$ cat config.mk
export PLATFORM = sky130hd
export DESIGN_NAME = rsa_engine_arbiter
export DESIGN_NICKNAME = d
export VERILOG_FILES = /design/src/rtl/rsa_arb_pkg.sv /design/src/rtl/rsa_rr_pick.sv /design/src/rtl/rsa_engine_arbiter.sv
export SDC_FILE = /design/constraint.sdc
export NUM_CORES = 1
export LEC_CHECK = 0
export CAP_MARGIN = 0
export CORE_UTILIZATION = 36
export DETAILED_ROUTE_END_ITERATION = 7
export GPL_TIMING_DRIVEN = 0
export PLACE_DENSITY = 0.83
export REMOVE_ABC_BUFFERS = 1
export SYNTH_ARGS = -nofsm -noshare
export SYNTH_HDL_FRONTEND = slang
export SYNTH_SLANG_ARGS = --single-unit
$ cat constraint.sdc
create_clock -name clk -period 2.5 [get_ports clk]
set_input_delay 0.5 -clock clk [delete_from_list [all_inputs] [get_ports clk]]
set_output_delay 0.5 -clock clk [all_outputs]
set_load 0.05 [all_outputs]
$ cat src/rtl/rsa_arb_pkg.sv
`default_nettype none
// ============================================================================
// Module      : rsa_arb_pkg
// Description : Shared types, defaults and width helpers for the RSA engine
//               arbiter and its round-robin picker.
// Revision    : 1.0 - initial release
// ============================================================================
package rsa_arb_pkg;

   typedef enum logic [1:0] {
      ST_IDLE  = 2'd0,
      ST_GRANT = 2'd1,
      ST_LOAD  = 2'd2,
      ST_DRAIN = 2'd3
   } arb_state_t;

   localparam int K_DEF   = 2048;
   localparam int FDW_DEF = 32;
   localparam int WPO     = K_DEF / FDW_DEF;

   // Word counter spans both operands (2*WPO transfers) in LOAD.
   function automatic int cnt_width(input int wpo);
      return $clog2(2 * wpo + 1);
   endfunction

   function automatic int tmo_width(input int tmo);
      return $clog2(tmo + 1);
   endfunction

endpackage
`default_nettype wire

$ cat src/rtl/rsa_rr_pick.sv
`default_nettype none
// ============================================================================
// Module      : rsa_rr_pick
// Description : Combinational round-robin picker: first set request bit
//               scanning cyclically upward from rr_ptr.
// Revision    : 1.0 - initial release
// ============================================================================
module rsa_rr_pick #(
   parameter int NCH = 4
) (
   input  logic [NCH-1:0]         req,
   input  logic [$clog2(NCH)-1:0] rr_ptr,
   output logic [$clog2(NCH)-1:0] pick,
   output logic                   any
);

   localparam int C_PW = $clog2(NCH);

   always_comb begin
      pick = '0;
      any  = 1'b0;
      for (int i = 0; i < NCH; i++) begin
         if (!any && req[C_PW'((int'(rr_ptr) + i) % NCH)]) begin
            any  = 1'b1;
            pick = C_PW'((int'(rr_ptr) + i) % NCH);
         end
      end
   end

endmodule
`default_nettype wire

$ cat src/rtl/rsa_engine_arbiter.sv
`default_nettype none
// ============================================================================
// Module      : rsa_engine_arbiter
// Description : Round-robin sharing of one modexp stream engine between NCH
//               channels, with a DRAIN no-progress timeout.
// Revision    : 1.0 - initial release
// ============================================================================
module rsa_engine_arbiter
   import rsa_arb_pkg::*;
#(
   parameter int NCH = 4,
   parameter int FDW = FDW_DEF,
   parameter int K   = WPO * FDW_DEF,
   parameter int TMO = 2**20
) (
   input  logic                   clk,
   input  logic                   rst,
   input  logic                   clr,
   input  logic [NCH-1:0]         req,
   output logic [NCH-1:0]         gnt,
   output logic                   busy,
   output logic                   err,
   output logic [$clog2(NCH)-1:0] err_ch,
   input  logic [NCH-1:0]         in_vld,
   input  logic [NCH*FDW-1:0]     in_data,
   output logic [NCH-1:0]         in_rdy,
   output logic [NCH-1:0]         out_vld,
   output logic [FDW-1:0]         out_data,
   input  logic [NCH-1:0]         out_rdy,
   output logic                   eng_start,
   output logic                   eng_vld,
   output logic [FDW-1:0]         eng_din,
   input  logic                   eng_rdy,
   input  logic                   eng_res_vld,
   input  logic [FDW-1:0]         eng_res_data,
   output logic                   eng_res_rdy
);

   localparam int C_WPO = K / FDW;
   localparam int C_PW  = $clog2(NCH);
   localparam int C_CW  = cnt_width(C_WPO);
   localparam int C_TW  = tmo_width(TMO);

   arb_state_t      r_state, w_state_nxt;
   logic [NCH-1:0]  r_gnt, w_gnt_nxt;
   logic [C_PW-1:0] r_gnt_idx, w_gnt_idx_nxt;
   logic [C_PW-1:0] r_rr_ptr, w_rr_ptr_nxt;
   logic [C_PW-1:0] r_err_ch, w_err_ch_nxt;
   logic [C_PW-1:0] w_pick, w_g_next;
   logic [C_CW-1:0] r_cnt, w_cnt_nxt;
   logic [C_TW-1:0] r_tmo, w_tmo_nxt;
   logic            r_err, w_err_nxt;
   logic            w_any, w_in_xfer, w_res_xfer;

   rsa_rr_pick #(.NCH(NCH)) u_pick (
      .req    (req),
      .rr_ptr (r_rr_ptr),
      .pick   (w_pick),
      .any    (w_any)
   );

   // Datapath steering: the one-hot grant selects the channel, state gates it.
   always_comb begin
      eng_din = '0;
      for (int i = 0; i < NCH; i++) begin
         if (r_gnt[i]) eng_din = in_data[i*FDW +: FDW];
      end
   end

   assign eng_vld     = (r_state == ST_LOAD)  && (|(in_vld & r_gnt));
   assign eng_res_rdy = (r_state == ST_DRAIN) && (|(out_rdy & r_gnt));
   assign in_rdy      = ((r_state == ST_LOAD)  && eng_rdy)     ? r_gnt : '0;
   assign out_vld     = ((r_state == ST_DRAIN) && eng_res_vld) ? r_gnt : '0;
   assign out_data    = eng_res_data;
   assign eng_start   = (r_state == ST_GRANT);
   assign busy        = (r_state != ST_IDLE);
   assign gnt         = r_gnt;
   assign err         = r_err;
   assign err_ch      = r_err_ch;

   assign w_in_xfer  = eng_vld && eng_rdy;
   assign w_res_xfer = eng_res_vld && eng_res_rdy;
   assign w_g_next   = (r_gnt_idx == C_PW'(NCH - 1)) ? '0 : r_gnt_idx + C_PW'(1);

   always_comb begin
      w_state_nxt   = r_state;
      w_gnt_nxt     = r_gnt;
      w_gnt_idx_nxt = r_gnt_idx;
      w_rr_ptr_nxt  = r_rr_ptr;
      w_cnt_nxt     = r_cnt;
      w_tmo_nxt     = r_tmo;
      w_err_nxt     = 1'b0;
      w_err_ch_nxt  = r_err_ch;
      case (r_state)
         ST_IDLE: begin
            if (w_any) begin
               w_state_nxt   = ST_GRANT;
               w_gnt_idx_nxt = w_pick;
               w_gnt_nxt     = NCH'(1) << w_pick;
            end
         end
         ST_GRANT: begin
            w_cnt_nxt   = '0;
            w_state_nxt = ST_LOAD;
         end
         ST_LOAD: begin
            if (w_in_xfer) begin
               if (r_cnt == C_CW'(2 * C_WPO - 1)) begin
                  w_cnt_nxt   = '0;
                  w_tmo_nxt   = '0;
                  w_state_nxt = ST_DRAIN;
               end else begin
                  w_cnt_nxt = r_cnt + C_CW'(1);
               end
            end
         end
         ST_DRAIN: begin
            if (w_res_xfer) begin
               w_tmo_nxt = '0;
               if (r_cnt == C_CW'(C_WPO - 1)) begin
                  w_cnt_nxt    = '0;
                  w_gnt_nxt    = '0;
                  w_rr_ptr_nxt = w_g_next;
                  w_state_nxt  = ST_IDLE;
               end else begin
                  w_cnt_nxt = r_cnt + C_CW'(1);
               end
            end else if (r_tmo == C_TW'(TMO - 1)) begin
               // Stalled engine: abandon the transaction so others can proceed.
               w_err_nxt    = 1'b1;
               w_err_ch_nxt = r_gnt_idx;
               w_cnt_nxt    = '0;
               w_gnt_nxt    = '0;
               w_rr_ptr_nxt = w_g_next;
               w_state_nxt  = ST_IDLE;
            end else begin
               w_tmo_nxt = r_tmo + C_TW'(1);
            end
         end
         default: w_state_nxt = ST_IDLE;
      endcase
   end

   always_ff @(posedge clk or posedge rst) begin
      if (rst) begin
         r_state   <= ST_IDLE;
         r_gnt     <= '0;
         r_gnt_idx <= '0;
         r_rr_ptr  <= '0;
         r_cnt     <= '0;
         r_tmo     <= '0;
         r_err     <= 1'b0;
         r_err_ch  <= '0;
      end else if (clr) begin
         r_state   <= ST_IDLE;
         r_gnt     <= '0;
         r_gnt_idx <= '0;
         r_rr_ptr  <= '0;
         r_cnt     <= '0;
         r_tmo     <= '0;
         r_err     <= 1'b0;
         r_err_ch  <= '0;
      end else begin
         r_state   <= w_state_nxt;
         r_gnt     <= w_gnt_nxt;
         r_gnt_idx <= w_gnt_idx_nxt;
         r_rr_ptr  <= w_rr_ptr_nxt;
         r_cnt     <= w_cnt_nxt;
         r_tmo     <= w_tmo_nxt;
         r_err     <= w_err_nxt;
         r_err_ch  <= w_err_ch_nxt;
      end
   end

endmodule
`default_nettype wire
; Word level (Yosys, flattened, before mapping)
; Index checks and enable logic that the tools add are counted.
[totals]
reg_bits = 42
input_bits = 177
out_inout_bits = 83
wordCells = 137
[classes]
add_sub_neg = 6
order_cmp = 4
n_eq_ne = 15
n_shift = 1
muxes = 70
bitwise = 2
n_reduce_logical = 31
[ops]
columns = op, count
row1 = 2-to-1 mux 32 bit, 4
row2 = 2-to-1 mux 21 bit, 5
row3 = 2-to-1 mux 2 bit, 24
row4 = 2-to-1 mux 8 bit, 6
row5 = case mux 21 bit (2 select lines), 1
row6 = 2-to-1 mux 4 bit, 7
row7 = case mux 8 bit (3 select lines), 1
row8 = "adder 21 x 1 -> 21 bit, second input constant", 1
row9 = "== test 21 x 20 -> 1 bit, second input constant", 1
row10 = "less-than comparator 2 x 4 -> 1 bit, second input constant", 4
row11 = 2-to-1 mux 1 bit, 16
row12 = nonzero test 2 bit, 5
row13 = logical AND 1 bit, 9
row14 = "!= test 3 x 2 -> 1 bit, second input constant", 3
row15 = AND reduction 3 bit, 3
row16 = nonzero test 3 bit, 3
row17 = "adder 8 x 1 -> 8 bit, second input constant", 1
row18 = AND 4 bit, 2
row19 = binary-select mux 1 bit (select 2 bit), 4
row20 = "== test 8 x 6 -> 1 bit, second input constant", 1
row21 = "== test 8 x 7 -> 1 bit, second input constant", 1
row22 = "!= test 4 x 3 -> 1 bit, second input constant", 2
row23 = case mux 2 bit (4 select lines), 1
row24 = case mux 4 bit (2 select lines), 1
row25 = 15 further kinds, 23

; Logic depth before layout (Yosys ltp)
[depth]
ltp_word = 17
depth_mapped = 10
ltp_nobuf = 8

; Cells and area by module
; From an unflattened synthesis, not the netlist that was laid out.
[hier_totals]
hier_cells = 522
area_unflattened_um2 = 3970.1
[by_module_without_submodules]
columns = module, instances, cells_each, area_per_inst_um2, seq_area_each_um2
row1 = rsa_engine_arbiter, 1, 507, 3892.5, 1051.0
row2 = rsa_rr_pick, 1, 15, 77.6, 0.0

; Worst setup path before layout
; No wires, ideal clock.
[synth_path]
path_kind = flip-flop to output port
startpoint = register r_gnt[1] (netlist: gnt[1])
endpoint = output eng_din[1]
arrival_time_ps = 2707
t_required_ps = 2000
setup_slack_ps = -707
stages_incl_launch_ff = 9
n_path_buf = 3
path_cell_list = dfrtp_1 clkbuf_1 nor2b_1 clkbuf_1 clkbuf_1 a22oi_1 nor2_1 a21oi_1 o21ai_0
[synth_between]
elab_chain_len = 3
[synth_lines]
columns = element, line
row1 = "start, declared", rsa_engine_arbiter.sv:45  ; logic [NCH-1:0] r_gnt, w_gnt_nxt;
row2 = "start signal, assigned", rsa_engine_arbiter.sv:165  ; r_gnt <= w_gnt_nxt;
row3 = 2-to-1 mux 32 bit (3 in a row), rsa_engine_arbiter.sv:66  ; if (r_gnt[i]) eng_din = in_data[i*FDW +: FDW];
row4 = "end, declared", rsa_engine_arbiter.sv:32  ; output logic [FDW-1:0] eng_din,
; No other way between the ends.

; Worst setup path after layout
[layout_path]
startpoint = register r_gnt[2] (netlist: gnt[2])
endpoint = register r_gnt[0] (netlist: gnt[0])
[layout_between]
elab_chain_len = 7
word_cells_on_any_way = 10
cone_classes = 2 x eq/ne / 3 x mux / 1 x bitwise / 4 x reduce/logical
[layout_lines]
columns = element, line
row1 = AND 4 bit *, rsa_engine_arbiter.sv:71  ; assign eng_res_rdy = (r_state == ST_DRAIN) && (|(out_rdy & r_gnt));
row2 = OR reduction 4 bit *, rsa_engine_arbiter.sv:71
row3 = logical AND 1 bit *, rsa_engine_arbiter.sv:71
row4 = logical AND 1 bit *, rsa_engine_arbiter.sv:82  ; assign w_res_xfer = eng_res_vld && eng_res_rdy;
row5 = 2-to-1 mux 4 bit, rsa_engine_arbiter.sv:118  ; if (w_res_xfer) begin
row6 = case mux 4 bit (2 select lines), rsa_engine_arbiter.sv:94  ; case (r_state)
row7 = 2-to-1 mux 4 bit, rsa_engine_arbiter.sv:154  ; end else if (clr) begin
; Mark *: on every way between the ends. The rest lies on a longest branch, timed or not.
; A chain may end at the register's enable or synchronous reset.

==> qor.yml <==
run_status:
  status: "finished clean"
floorplanning:
  die_w_um: 103.5
  rows: 36
  start_util_pct: 37.58
  die_h_um: 103.5
  coreArea_um2: 9864
  io-pin-count: 260
  die_area_um2: 10710
synthesis:
  ys_seq_area_share_pct: 28.35
  synth_edf_count: 0
  netlist_area_um2: 3707
  synth_seq_cells: 42
  yosys_warnings: 0
  synth_cell_types: 51
  synth_top_cell_by_area: "dfrtp_1"
  synth.most_common_cell: "nand2_1"
  netlist.area_leader.share_pct: 28.35
  yosys-top-cells-area: "dfrtp_1 (28%), o21ai_0 (7.7%), a22oi_1 (7.1%), buf_4 (6.7%), a21oi_1 (6.5%)"
  synth_ff_type: "dfrtp_1"
  syn_avg_cell_area_um2: 7.284
  ys_top_cells_by_count: "nand2_1 (62), nor2_1 (59), o21ai_0 (57)"
  async_flop_share_pct: 100.0
  synth_cells: 509
clocking:
  cts_tree: "done"
  path_clk_slew_ps: 90
  clock_path_buffers: 2
  clkLatencyLatePin_ps: 300
  htreeDepth: 2
  ctsRootBufferMaster: "clkbuf_8"
  hold_buffers: 0
  cts_sinks: 42
  numCtsBuffers: 5
pwr:
  combPwrFrac_pct: 64.9
  power.switching_mw: 1.778
  p_leak_nw: 2.455
  power_frac_clock_pct: 12.7
  internal-power_mw: 1.759
  pwr-share-seq_pct: 22.4
  ir_drop_v: 0.0004272
  swShare_pct: 50.27
  power_mw: 3.538
  p_per_area_nw_per_um2: 608.2
critical_path:
  reg2reg_slack_ps: 40
  path_cells: "a22oi_2, nand2_1, a211o_4, o211a_1, o31ai_1, mux2_2"
  path_buf_inv: 0
  required_ps: 2690
  crit_path_max_fanout: 20
  slowest_stage: "dfrtp_2"
  critPathArrivalTime_ps: 2650
  crit_type: "register to register"
  start_kind: "register"
  cp-end-kind: "register"
  cpPeakStageDelay_ps: 570
  critPathTopFamily: "compound AO/OA/AOI/OAI gates"
place:
  portBuffers: 195
  place_congestion: 0.9642
  post-dp-hpwl_um: 14810
timing:
  rsz0062_at_grt: "true"
  finClkSkew_ps: 8.909
  relSlewSlack_pct: 39.13
  finalMaxSlewViolations: 0
  fin_crit_sh_pct: 98.39
  timing.fmax_mhz: 406.5
  finalCriticalPeriod_ps: 2460
  worst_pin_slew_ps: 911.7
  setup_viol: 0
  finalHoldViolations: 0
detailed_routing:
  vias_per_cell: 5.716
  routed_wl_um: 18950
  drtAntennaViolNets: 0
  drt_iter0_drc: 311
  dr.pass1.iters: 6
  drc: 0
  routedWlPerCell_um: 23.42
  vias: 4624
global_routing:
  grt_max_degree: 52
  grt_pass1_wl_um: 25260
  grt_usage_pct: 33.41
  antenna_found_initial: 5
  first_global_vias: 4208
  grt-ovfl-total: 0
cells_and_area:
  fillers: 862
  final_nets: 853
  final_util_pct: 58.97
  areaGrowthSynthToFinish_pct: 56.90
  drive_gt1_share_pct: 14.63
min_path:
  hold_class: "register to register"
job:
  drv_cap: 0
[flip-flops by register name, summed over array words and instances, names as in the netlist]
signal,flops
r_tmo,21
err,1
gnt,4
err_ch,2
r_cnt,8
r_rr_ptr,2
r_gnt_idx,2
r_state,2
[layer usage]
layer	part of all wire [%]	vias to the layer above	GRT usage, %	wire, µm
li1	-	2140	-	-
met1	29	2114	27.42	5428
met2	48	290	56.29	9085
met3	12	80	16.94	2316
met4	11	0	34.34	2118
met5	0	-	0	0
[power groups by stage]
stage               sequential, mW  combinational (mW)  clock [mW]
floorplan                    0.840                1.29           0
global placement             0.836                2.08           0
detailed placement           0.812                2.18           0
CTS                          0.780                2.14       0.450
global route                 0.797                2.43       0.484
finish                       0.792                2.30       0.451
[final cells by class]
type	count	area, µm²	area share [%]
multi-input cells	392	2380	40.91
clock inverters	2	10.01	0.1721
inverters	9	33.78	0.5808
well taps	133	166.4	2.861
clock buffers	6	72.57	1.248
flip-flops and latches	42	1059	18.20
repair buffers	219	2081	35.77
diodes	6	15.01	0.2581
[cell families (layout without fill, tap and decap cells)]
kind of cell	after synthesis	in the layout	share of synthesized area (%)
adder cells (fa/ha/maj)	7	7	2.362
AO/OA/AOI/OAI	180	181	30.44
flip-flops	42	42	28.35
other	0	6	0
AND/OR/NAND/NOR	190	190	24.00
buffers and inverters	76	236	11.10
multiplexers	9	9	2.565
XOR/XNOR	5	5	1.181
[path summary, 6_finish.rpt]
path	start	to	cells after the start
max	gnt[2]	gnt[0]	6
min	r_cnt[4]	r_cnt[4]	1
max reg2reg	gnt[2]	gnt[0]	6
min reg2reg	r_cnt[4]	r_cnt[4]	1
max in group asynchronous	rst	gnt[1]	2
min in group asynchronous	rst	r_tmo[16]	2
[cell usage in the layout, fill, tap and decap left out, types with 3 or more instances in the layout]
cell type	netlist	layout
mux2_2	4	4
and3_1	15	15
o21ai_1	0	12
o31ai_1	7	6
buf_2	2	8
a22oi_1	35	34
or4_1	4	4
mux2i_1	5	5
o21ai_0	57	44
clkbuf_4	0	5
dlygate4sd2_1	0	12
nand3_1	14	13
clkbuf_8	0	5
xor2_1	5	5
nand2b_1	7	7
o211ai_1	6	6
ha_1	7	4
o2111ai_1	3	3
nor2_1	59	57
diode_2	0	6
and2_1	6	5
nor4_1	3	3
dfrtp_1	42	38
buf_4	33	37
o21a_1	3	3
dfrtp_2	0	3
nor3_1	4	3
nand2_1	62	62
a31oi_1	3	3
a21oi_1	48	48
inv_1	9	8
clkdlybuf4s50_1	0	148
nand4_1	7	7
[timing repair]
action | in CTS | in global routing
buffers inserted | 7 | 14
setup endpoints to repair | 82 | 63
pin swaps | 2 | 3
endpoints found under the hold margin | 0 | 0
resized for setup | 213 | 80
cloned | 0 | 1
[metrics by stage]
step	instances	setup WS, ps	cell area, µm²	setup TNS (ps)	hold slack (ps)
6_report	809	40.14	5817	0	517.0
5_1_grt	808	-64.31	5814	-620.3	542.6
4_1_cts	788	1.742	5564	0	490.4
3_5_place_dp	773	-1145	5520	-55000	477.5
3_3_place_gp	770	-2489	5448	-120380	469.0
2_1_floorplan	442	-1615	3329	-76450	450.3
Power figures use the tool's default switching activity.
